<file path="config.mk">
export PLATFORM = sky130hd
export DESIGN_NAME = multi_ch_func_gen
export DESIGN_NICKNAME = d
export VERILOG_FILES = /design/src/rtl/multi_ch_func_gen.sv
export SDC_FILE = /design/constraint.sdc
export NUM_CORES = 1
export LEC_CHECK = 0
export CAP_MARGIN = 10
export CORE_MARGIN = 2
export CORE_UTILIZATION = 44
export DETAILED_ROUTE_END_ITERATION = 6
export PLACE_DENSITY_LB_ADDON = 0.2
export SLEW_MARGIN = 20
export SYNTH_ARGS = -nofsm -noshare
export SYNTH_HDL_FRONTEND = slang
export SYNTH_SLANG_ARGS = --single-unit
export TNS_END_PERCENT = 100
</file>
<file path="constraint.sdc">
create_clock -name clk -period 9.2 [get_ports clk]
set_input_delay 1.84 -clock clk [delete_from_list [all_inputs] [get_ports clk]]
set_output_delay 1.84 -clock clk [all_outputs]
set_load 0.1 [all_outputs]
</file>
<file path="src/rtl/multi_ch_func_gen.sv">
// Time-multiplexed multi-channel function generator (sine/cosine/triangle/square) feeding a FIFO.
// Optional build macro FUNC_GEN_FREQ_STEP_EN adds a global phase-step input step_i.
module multi_ch_func_gen #(
   parameter  int DATA_WIDTH = 16,
   parameter  int LUT_ADDR   = 6,
   parameter  int INT_BITS   = 8,
   parameter  int NUM_CH     = 4,
   localparam int CH_W       = (NUM_CH > 1) ? $clog2(NUM_CH) : 1
) (
   input  logic                         clk,
   input  logic                         rst,
   input  logic                         start_i,
   input  logic                         stop_i,
   input  logic                         conf_i,
   input  logic [CH_W-1:0]              conf_ch_i,
   input  logic signed [INT_BITS-1:0]   amp_i,
   input  logic [1:0]                   sel_i,
   input  logic [LUT_ADDR-1:0]          phase_i,
`ifdef FUNC_GEN_FREQ_STEP_EN
   input  logic [LUT_ADDR-1:0]          step_i,
`endif
   input  logic                         full_i,
   output logic                         wr_en_o,
   output logic signed [DATA_WIDTH-1:0] data_o,
   output logic [CH_W-1:0]              ch_o
);

   localparam int  N    = 1 << LUT_ADDR;
   localparam int  MAXV = (1 << (DATA_WIDTH - 1)) - 1;
   localparam int  PW   = DATA_WIDTH + INT_BITS;
   localparam real PI   = 3.14159265358979323846;

   localparam logic signed [DATA_WIDTH-1:0] WMAX    = DATA_WIDTH'(MAXV);
   localparam logic [LUT_ADDR-1:0]          QTR     = LUT_ADDR'(N / 4);
   localparam logic [CH_W-1:0]              CH_LAST = CH_W'(NUM_CH - 1);

   typedef enum logic [1:0] {IDLE, CONFI, GEN} state_t;

   // Elaboration-time sine point, rounded half away from zero.
   function automatic int sine_pt(input int i);
      real r;
      r = real'(MAXV) * $sin(2.0 * PI * real'(i) / real'(N));
      return (r >= 0.0) ? $rtoi(r + 0.5) : $rtoi(r - 0.5);
   endfunction

   function automatic logic signed [DATA_WIDTH-1:0] tri_wave(input logic [LUT_ADDR-1:0] e);
      int     t;
      longint v;
      t = (int'(e) < N / 2) ? (2 * int'(e) - N / 2) : (3 * N / 2 - 2 * int'(e));
      v = longint'(t) <<< (DATA_WIDTH - LUT_ADDR);
      if (v > longint'(MAXV))
         v = longint'(MAXV);
      else if (v < -longint'(MAXV))
         v = -longint'(MAXV);
      return DATA_WIDTH'(v);
   endfunction

   // Symmetric wave range keeps the shifted product inside DATA_WIDTH.
   function automatic logic signed [DATA_WIDTH-1:0] scale_amp(
      input logic signed [DATA_WIDTH-1:0] wave,
      input logic signed [INT_BITS-1:0]   amp
   );
      logic signed [PW-1:0] prod;
      prod = PW'(wave) * PW'(amp);
      prod = prod >>> (INT_BITS - 1);
      return DATA_WIDTH'(prod);
   endfunction

   logic signed [DATA_WIDTH-1:0] sine_lut [N];

   for (genvar i = 0; i < N; i++) begin : g_sine
      localparam int S = sine_pt(i);
      assign sine_lut[i] = DATA_WIDTH'(S);
   end

   state_t state, state_nx;
   logic   emit, gen_enter;

   logic [LUT_ADDR-1:0]        base_p0;
   logic [CH_W-1:0]            ch_cnt;
   logic [LUT_ADDR-1:0]        step;

   logic signed [INT_BITS-1:0] amp_r   [NUM_CH];
   logic [1:0]                 sel_r   [NUM_CH];
   logic [LUT_ADDR-1:0]        phase_r [NUM_CH];

   logic signed [INT_BITS-1:0] cfg_amp;
   logic [1:0]                 cfg_sel;
   logic [LUT_ADDR-1:0]        cfg_phase;
   logic [CH_W-1:0]            cfg_ch;

   logic [LUT_ADDR-1:0]          eff_addr_p0, cos_addr_p0;
   logic signed [DATA_WIDTH-1:0] wave_p0, sample_p0;

   always_ff @(posedge clk or posedge rst) begin
      if (rst)
         state <= IDLE;
      else
         state <= state_nx;
   end

   always_comb begin
      state_nx  = state;
      emit      = 1'b0;
      gen_enter = 1'b0;
      case (state)
         IDLE: begin
            if (conf_i)
               state_nx = CONFI;
            else if (start_i) begin
               state_nx  = GEN;
               gen_enter = 1'b1;
            end
         end
         CONFI: state_nx = IDLE;
         GEN: begin
            if (stop_i)
               state_nx = IDLE;
            else
               emit = ~full_i;
         end
         default: state_nx = IDLE;
      endcase
   end

   // Configuration is captured on the IDLE->CONFI edge and committed during CONFI.
   always_ff @(posedge clk) begin
      if (state == IDLE && conf_i) begin
         cfg_amp   <= amp_i;
         cfg_sel   <= sel_i;
         cfg_phase <= phase_i;
         cfg_ch    <= conf_ch_i;
      end
   end

   always_ff @(posedge clk or posedge rst) begin
      if (rst) begin
         for (int i = 0; i < NUM_CH; i++) begin
            amp_r[i]   <= '0;
            sel_r[i]   <= '0;
            phase_r[i] <= '0;
         end
      end else if (state == CONFI) begin
         for (int i = 0; i < NUM_CH; i++) begin
            if (cfg_ch == CH_W'(i)) begin
               amp_r[i]   <= cfg_amp;
               sel_r[i]   <= cfg_sel;
               phase_r[i] <= cfg_phase;
            end
         end
      end
   end

`ifdef FUNC_GEN_FREQ_STEP_EN
   logic [LUT_ADDR-1:0] cfg_step;

   always_ff @(posedge clk) begin
      if (state == IDLE && conf_i)
         cfg_step <= step_i;
   end

   always_ff @(posedge clk or posedge rst) begin
      if (rst)
         step <= LUT_ADDR'(1);
      else if (state == CONFI)
         step <= (cfg_step == '0) ? LUT_ADDR'(1) : cfg_step;
   end
`else
   assign step = LUT_ADDR'(1);
`endif

   // Base address advances only when the channel counter wraps.
   always_ff @(posedge clk or posedge rst) begin
      if (rst) begin
         base_p0 <= '0;
         ch_cnt  <= '0;
      end else if (gen_enter) begin
         base_p0 <= '0;
         ch_cnt  <= '0;
      end else if (emit) begin
         if (ch_cnt == CH_LAST) begin
            ch_cnt  <= '0;
            base_p0 <= base_p0 + step;
         end else begin
            ch_cnt <= ch_cnt + CH_W'(1);
         end
      end
   end

   always_comb begin
      eff_addr_p0 = base_p0 + phase_r[ch_cnt];
      cos_addr_p0 = eff_addr_p0 + QTR;
      wave_p0     = '0;
      case (sel_r[ch_cnt])
         2'b00:   wave_p0 = sine_lut[eff_addr_p0];
         2'b01:   wave_p0 = sine_lut[cos_addr_p0];
         2'b10:   wave_p0 = tri_wave(eff_addr_p0);
         default: wave_p0 = eff_addr_p0[LUT_ADDR-1] ? -WMAX : WMAX;
      endcase
      sample_p0 = scale_amp(wave_p0, amp_r[ch_cnt]);
   end

   // p0 -> p1: registered FIFO write port.
   always_ff @(posedge clk or posedge rst) begin
      if (rst) begin
         wr_en_o <= 1'b0;
         data_o  <= '0;
         ch_o    <= '0;
      end else begin
         wr_en_o <= emit;
         if (emit) begin
            data_o <= sample_p0;
            ch_o   <= ch_cnt;
         end
      end
   end

endmodule
</file>
# --- Word-level counts from Yosys, hierarchy flattened ---
# Memories as Yosys holds them, arrays and structs flattened.
# Index checks and enable logic that the tools add are counted.
totals:
  ff_bits: 111
  mem_bits_ro: 2048
  memories: 2
op_classes:
  n_addsub: 6
  n_mul: 1
  n_lt_le_gt_ge: 6
  eq_ne: 10
  muxes: 33
  bitwise_logic: 4
  reduce_logical: 12
memory_table:
  columns: ["name", "words", "width", "rd", "rd_clocked_by_memory_dff", "wr", "line_no", "rtl"]
  rows:
  - ["(no name shown)", 64, 16, 1, 0, 0, "196", "2'b01: wave_p0 = sine_lut[cos_addr_p0];"]
  - ["(no name shown)", 64, 16, 1, 0, 0, "195", "2'b00: wave_p0 = sine_lut[eff_addr_p0];"]
op_table:
  columns: ["op", "count"]
  rows:
  - ["16-bit two-way mux", 7]
  - ["16-bit case mux with 3 select lines", 1]
  - ["42-bit by 16-bit > comparator with 1-bit output (second input constant)", 1]
  - ["42-bit by 16-bit < comparator with 1-bit output (second input constant)", 1]
  - ["32-bit two-way mux", 1]
  - ["6-bit two-way mux", 5]
  - ["16-bit by 8-bit multiplier with 23-bit output", 1]
  - ["8-bit binary-select mux with 2-bit select", 1]
  - ["2-bit two-way mux", 8]
  - ["8-bit two-way mux", 2]
  - ["7-bit >= comparator (second input constant)", 2]
  - ["6-bit NOT with 7-bit output", 2]
  - ["6-bit binary-select mux with 2-bit select", 1]
  - ["2-bit AND reduction", 6]
  - ["2-bit == test (second input constant)", 5]
  - ["7-bit by 6-bit subtractor with 8-bit output (second input constant)", 1]
  - ["7-bit by 7-bit subtractor with 8-bit output (first input constant)", 1]
  - ["6-bit by 1-bit adder with 6-bit output (second input constant)", 1]
  - ["6-bit by 5-bit adder with 6-bit output (second input constant)", 1]
  - ["6-bit adder", 1]
  - ["2-bit by 1-bit == test with 1-bit output (second input constant)", 3]
  - ["2-bit zero test", 3]
  - ["6-bit < comparator (second input constant)", 1]
  - ["1-bit two-way mux", 5]
  - ["other kinds (10)", 11]

# --- Longest topological paths before layout ---
depth:
  ltp_word: 12
  mapped_depth: 41

# --- Worst setup path after synthesis ---
# No wires, ideal clock.
synth_path:
  path_kind: "reg-to-reg"
  start: "register ch_cnt[0]"
  end: "register data_o[15]"
  setup_time_ns: 0.068
  arrival_ns: 9.520
  required_time_ns: 9.132
  slack_ns: -0.387
  stages_incl_launch_ff: 36
  synth_period_minus_slack_ns: 9.587
  cell_sequence: "dfrtp_1 > buf_6 > clkbuf_1 > clkbuf_1 > mux4_2 > ha_1 > inv_1 > fa_1 > nand2b_1 > a21oi_1 > xnor2_1 > inv_1 > buf_4 > buf_4 > buf_2 > ha_1 > buf_1 > clkbuf_1 > mux4_2 > a221o_1 > or2_1 > fa_1 > fa_1 > inv_1 > fa_1 > fa_1 > ha_1 > nand4_1 > o2111ai_1 > a21oi_1 > o21a_1 > o31a_1 > or4_1 > o2111ai_1 > a311oi_1 > nand2_1"
synth_between:
  elab_chain_len: 12
  word_cells_on_any_way: 34
  classes_between: "add/sub (4); mul (1); order compare (3); eq/ne (2); mux (18); bitwise (3); reduce/logical (1); memory (2)"
synth_rtl:
  columns: ["item", "line_no", "rtl"]
  rows:
  - ["start, declared", "80", "logic [CH_W-1:0] ch_cnt;"]
  - ["start signal, assigned", "185", "ch_cnt <= ch_cnt + CH_W'(1);"]
  - ["2-bit NOT with 3-bit output (implied by the code) (*)", "191, 194, 200", null]
  - ["6-bit binary-select mux with 2-bit select", "191", "eff_addr_p0 = base_p0 + phase_r[ch_cnt];"]
  - ["6-bit two-way mux (implied by the code) (2 in series)", "191", null]
  - ["6-bit adder", "191", null]
  - ["7-bit by 7-bit subtractor with 8-bit output (tied with other cells)", "49", "t = (int'(e) < N / 2) ? (2 * int'(e) - N / 2) : (3 * N / 2 - 2 * int'(e));"]
  - ["32-bit two-way mux / 6-bit NOT with 7-bit output (equally long branches)", "49, 196", null]
  - ["42-bit by 16-bit < comparator with 1-bit output / memory 64 x 16 bit (equally long branches)", null, null]
  - ["16-bit two-way mux (on tied branches)", "53, 196", null]
  - ["16-bit two-way mux (on tied branches)", "51, 196", null]
  - ["16-bit case mux with 3 select lines", "194", "case (sel_r[ch_cnt])"]
  - ["16-bit by 8-bit multiplier with 23-bit output (*)", "64", "prod = PW'(wave) * PW'(amp);"]
  - ["end signal, assigned", "212", "data_o <= sample_p0;"]
  - ["end, declared", "24", "output logic signed [DATA_WIDTH-1:0] data_o,"]
# Every way passes the cells marked *; elsewhere a longest branch is shown, timed or not. The select of a mux whose other input is x is not followed.
# A chain may end at the register's enable or synchronous reset.

# --- Final worst setup path ---
# Ends and elaborated chain as after synthesis.

==> flow_metrics.env <==
export IMPL_design_portCount=43
export IMPL_syn_avg_cell_area_um2=9.66
export IMPL_whs_ns=0.482
export IMPL_number_of_enable_type_register_cells_in_the_synthesized_netlist=18
export IMPL_timing_worst_setup_path_type="flop to flop"
export IMPL_avgRoutedWirePerCell_um=19.2
export IMPL_timing_worst_slew_pin_value_ns=1.02
export IMPL_syn_cell_area_um2=11500
export IMPL_hpwlAfterDp_um=23100
export IMPL_floorplan_die_area_um2=27400
export IMPL_via_to_cell_ratio=5.74
export IMPL_drv_max_cap_violation_count=0
export IMPL_nNetsFinal=1401
export IMPL_synth_most_common_cell="sky130_fd_sc_hd__inv_1"
export IMPL_drt_iter0_drc=620
export IMPL_die_h_um=166
export IMPL_synth_ff_latch_count=111
export IMPL_gr_usage_all_layers_pct=23.1
export IMPL_grt_pass1_vias=9121
export IMPL_ctsLongestPathBuffers=2
export IMPL_cpPeakStageDelay_ns=0.54
export IMPL_run_status="complete, no violations"
export IMPL_grt_pass1_wl_um=49100
export IMPL_ctsHtreeMaxLevel=3
export IMPL_area_growth_pct=10.5
export IMPL_cp_end_kind="flop"
export IMPL_detail_route_drc_violations=0
export IMPL_synth_cells_most_frequent="sky130_fd_sc_hd__inv_1, sky130_fd_sc_hd__nor2_1, sky130_fd_sc_hd__nand2_1"
export IMPL_timing_critical_path_slowest_stage_cell="sky130_fd_sc_hd__fa_1"
export IMPL_route_final_wire_length_um=29900
export IMPL_clkTransAtPathRegs_ns=0.08
export IMPL_fin_cells=1559
export IMPL_timing_critical_path_fanout_max=8
export IMPL_place_inst=1542
export IMPL_worstHoldPathType="flop to flop"
export IMPL_yosysWarningCount=0
export IMPL_clock_latency_on_the_worst_skew_pair_ns=0.36
export IMPL_ant_nets=0
export IMPL_die_x_um=166
export IMPL_setup_viol_count_final=0
export IMPL_min_path_cells=2
export IMPL_critPathLaunchType="flop"
export IMPL_floorplan_initialDensity_pct=44.4
export IMPL_synth_largest_type_area_fraction_pct=20.3
export IMPL_grt_start_max_net_pins=76
export IMPL_timing_critical_path_arrival_ns=9.02
export IMPL_placement_rows=59
export IMPL_tritoncts="yes"
export IMPL_clockRootBuffer="sky130_fd_sc_hd__clkbuf_16"
export IMPL_placeableCoreArea_um2=25800
export IMPL_cts_buffers_inserted=9
export IMPL_yosysSeqAreaShare_pct=25.0
export IMPL_slew_violations=0
export IMPL_ff2ff_path_depth=29
export IMPL_dominantRegCellSynth="sky130_fd_sc_hd__dfrtp_1"
export IMPL_period_share_pct=94.9
export IMPL_minimum_clock_period_after_layout_ns=8.73
export IMPL_finalWeightedCongestion=0.978
export IMPL_maxClockFrequency_ghz=0.115
export IMPL_postCtsHoldBufs=0
export IMPL_nFillCells=2434
export IMPL_n_antenna_cell=0
export IMPL_final_layout_size_suffix_gt1_share_pct=16.8
export IMPL_drt_pass1_iterations=6
export IMPL_async_flop_share_pct=83.8
export IMPL_buffer_ports_inserted=42
export IMPL_cell_mode_on_critical_path="sky130_fd_sc_hd__fa_1"
export IMPL_grt_ovfl_total=0
export IMPL_cts_sinks=111
export IMPL_synth_largest_area_cell="sky130_fd_sc_hd__dfrtp_1"
export IMPL_mappedNetlistNets=1370
export IMPL_worst_path_required_ns=9.49
export IMPL_setup_tns_ns=0
export IMPL_rsz0062_at_grt="false"
export IMPL_netlist_instances=1188
export IMPL_timing_final_hold_violations=0
export IMPL_antenna_violations_before_repair=0
export IMPL_ys_types=80
export IMPL_slew_hr_pct=31.6
export IMPL_final_setup_skew_ns=0.0124
export IMPL_vias=8947
export IMPL_netlist_top_cells_area="sky130_fd_sc_hd__dfrtp_1, sky130_fd_sc_hd__fa_1, sky130_fd_sc_hd__mux2_2"
sequential cells by signal, indices dropped and copies added (netlist names), 2 cells and up:
name / cells
phase_r: 24
cfg_amp: 8
base_p0: 6
data_o: 16
cfg_phase: 6
amp_r: 32
ch_cnt: 2
sel_r: 8
cfg_sel: 2
ch_o: 2
state: 2
cfg_ch: 2
metal layers:
layer | part of all wire [%] | global-route usage (%)
met1 | 43 | 31.0
met2 | 48 | 37.8
met3 | 5.8 | 3.50
met4 | 3.8 | 8.86
met5 | 0 | 0
critical path, delay by kind of cell (launching register included):
kind / cells / cell delay (ns)
AOI/OAI and AO/OA: 8 / 2.12
muxes: 2 / 0.98
adders and majority gates: 8 / 3.26
buffers and inverters: 4 / 0.54
and+or+nand+nor: 7 / 1.35
DFF: 1 / 0.44
logic make-up (layout without fill, tap and decap cells):
| kind of cell | Yosys count | in the layout | share of synthesized area, % |
|---|---|---|---|
| AO/OA/AOI/OAI | 223 | 223 | 12.8 |
| flip-flops | 111 | 111 | 25.0 |
| AND/OR/NAND/NOR | 344 | 344 | 13.9 |
| multiplexers | 123 | 123 | 14.8 |
| adder cells (fa/ha/maj) | 158 | 158 | 23.7 |
| buffers and inverters | 196 | 232 | 7.22 |
| XOR/XNOR | 33 | 33 | 2.65 |
area by class of cell:
class                      instances  area, µm²  area share, %
sequential                       111       2870           22.6
clock inverter                     7       75.1          0.592
multi-input combinational        881       7850           61.9
clock buffer                       9        225           1.78
tap                              335        419           3.31
timing repair buffer              84        743           5.86
inverter                         132        499           3.94
final timing paths:
check | from | endpoint | slack (ns)
setup reg to reg | ch_cnt[0]$_DFFE_PP0P_ | data_o[15]$_DFFE_PP0P_ | 0.47
setup / recovery | ch_cnt[0]$_DFFE_PP0P_ | data_o[15]$_DFFE_PP0P_ | 0.47
hold reg to reg | ch_o[0]$_DFFE_PP0P_ | ch_o[0]$_DFFE_PP0P_ | 0.48
hold / removal | ch_o[0]$_DFFE_PP0P_ | ch_o[0]$_DFFE_PP0P_ | 0.48
min in group asynchronous | rst | ch_o[0]$_DFFE_PP0P_ | 1.76
max in group asynchronous | rst | ch_cnt[0]$_DFFE_PP0P_ | 6.13
through the flow:
step | setup slack [ns] | utilization (%) | cell area, µm²
2_1_floorplan | 0.0401 | - | 11500
3_3_place_gp | 0.537 | 47.8 | 12300
3_5_place_dp | 0.387 | 47.8 | 12300
4_1_cts | 0.373 | 48.9 | 12600
5_1_grt | 0.0349 | 49.1 | 12700
6_report | 0.472 | 49.1 | 12700
layout by cell type (no fill, tap or decap), drive strengths merged, types with 4 or more instances in the layout:
cell | Yosys | final
xor2 | 9 | 9
o31ai | 6 | 6
nand2 | 102 | 102
a2111oi | 4 | 4
o22ai | 9 | 9
or2 | 14 | 14
nor3b | 4 | 4
clkinv | 1 | 6
o221ai | 5 | 5
nand2b | 12 | 12
o2111ai | 4 | 4
o211ai | 7 | 7
o21a | 10 | 10
edfxtp | 18 | 18
nor3 | 8 | 8
dfrtp | 93 | 93
nand3 | 27 | 27
ha | 59 | 59
clkdlybuf4s50 | 0 | 42
mux2i | 20 | 20
inv | 131 | 133
nor2 | 133 | 133
o21bai | 5 | 5
o21ai | 68 | 68
mux4 | 30 | 30
a211oi | 7 | 7
a22oi | 5 | 5
a21o | 7 | 7
buf | 31 | 42
a31oi | 7 | 7
xnor2 | 24 | 24
a21oi | 55 | 55
fa | 99 | 99
nand4 | 13 | 13
mux2 | 73 | 73
clkbuf | 33 | 9
and2 | 12 | 12
timing repair:
action,4_1_cts,5_1_grt
buffers inserted,0,1
setup endpoints to repair,0,3
resized for setup,0,10
Power is left out: the tool's default activity adds up to more than one toggle a clock period on the data nets, which glitch-free logic cannot reach.
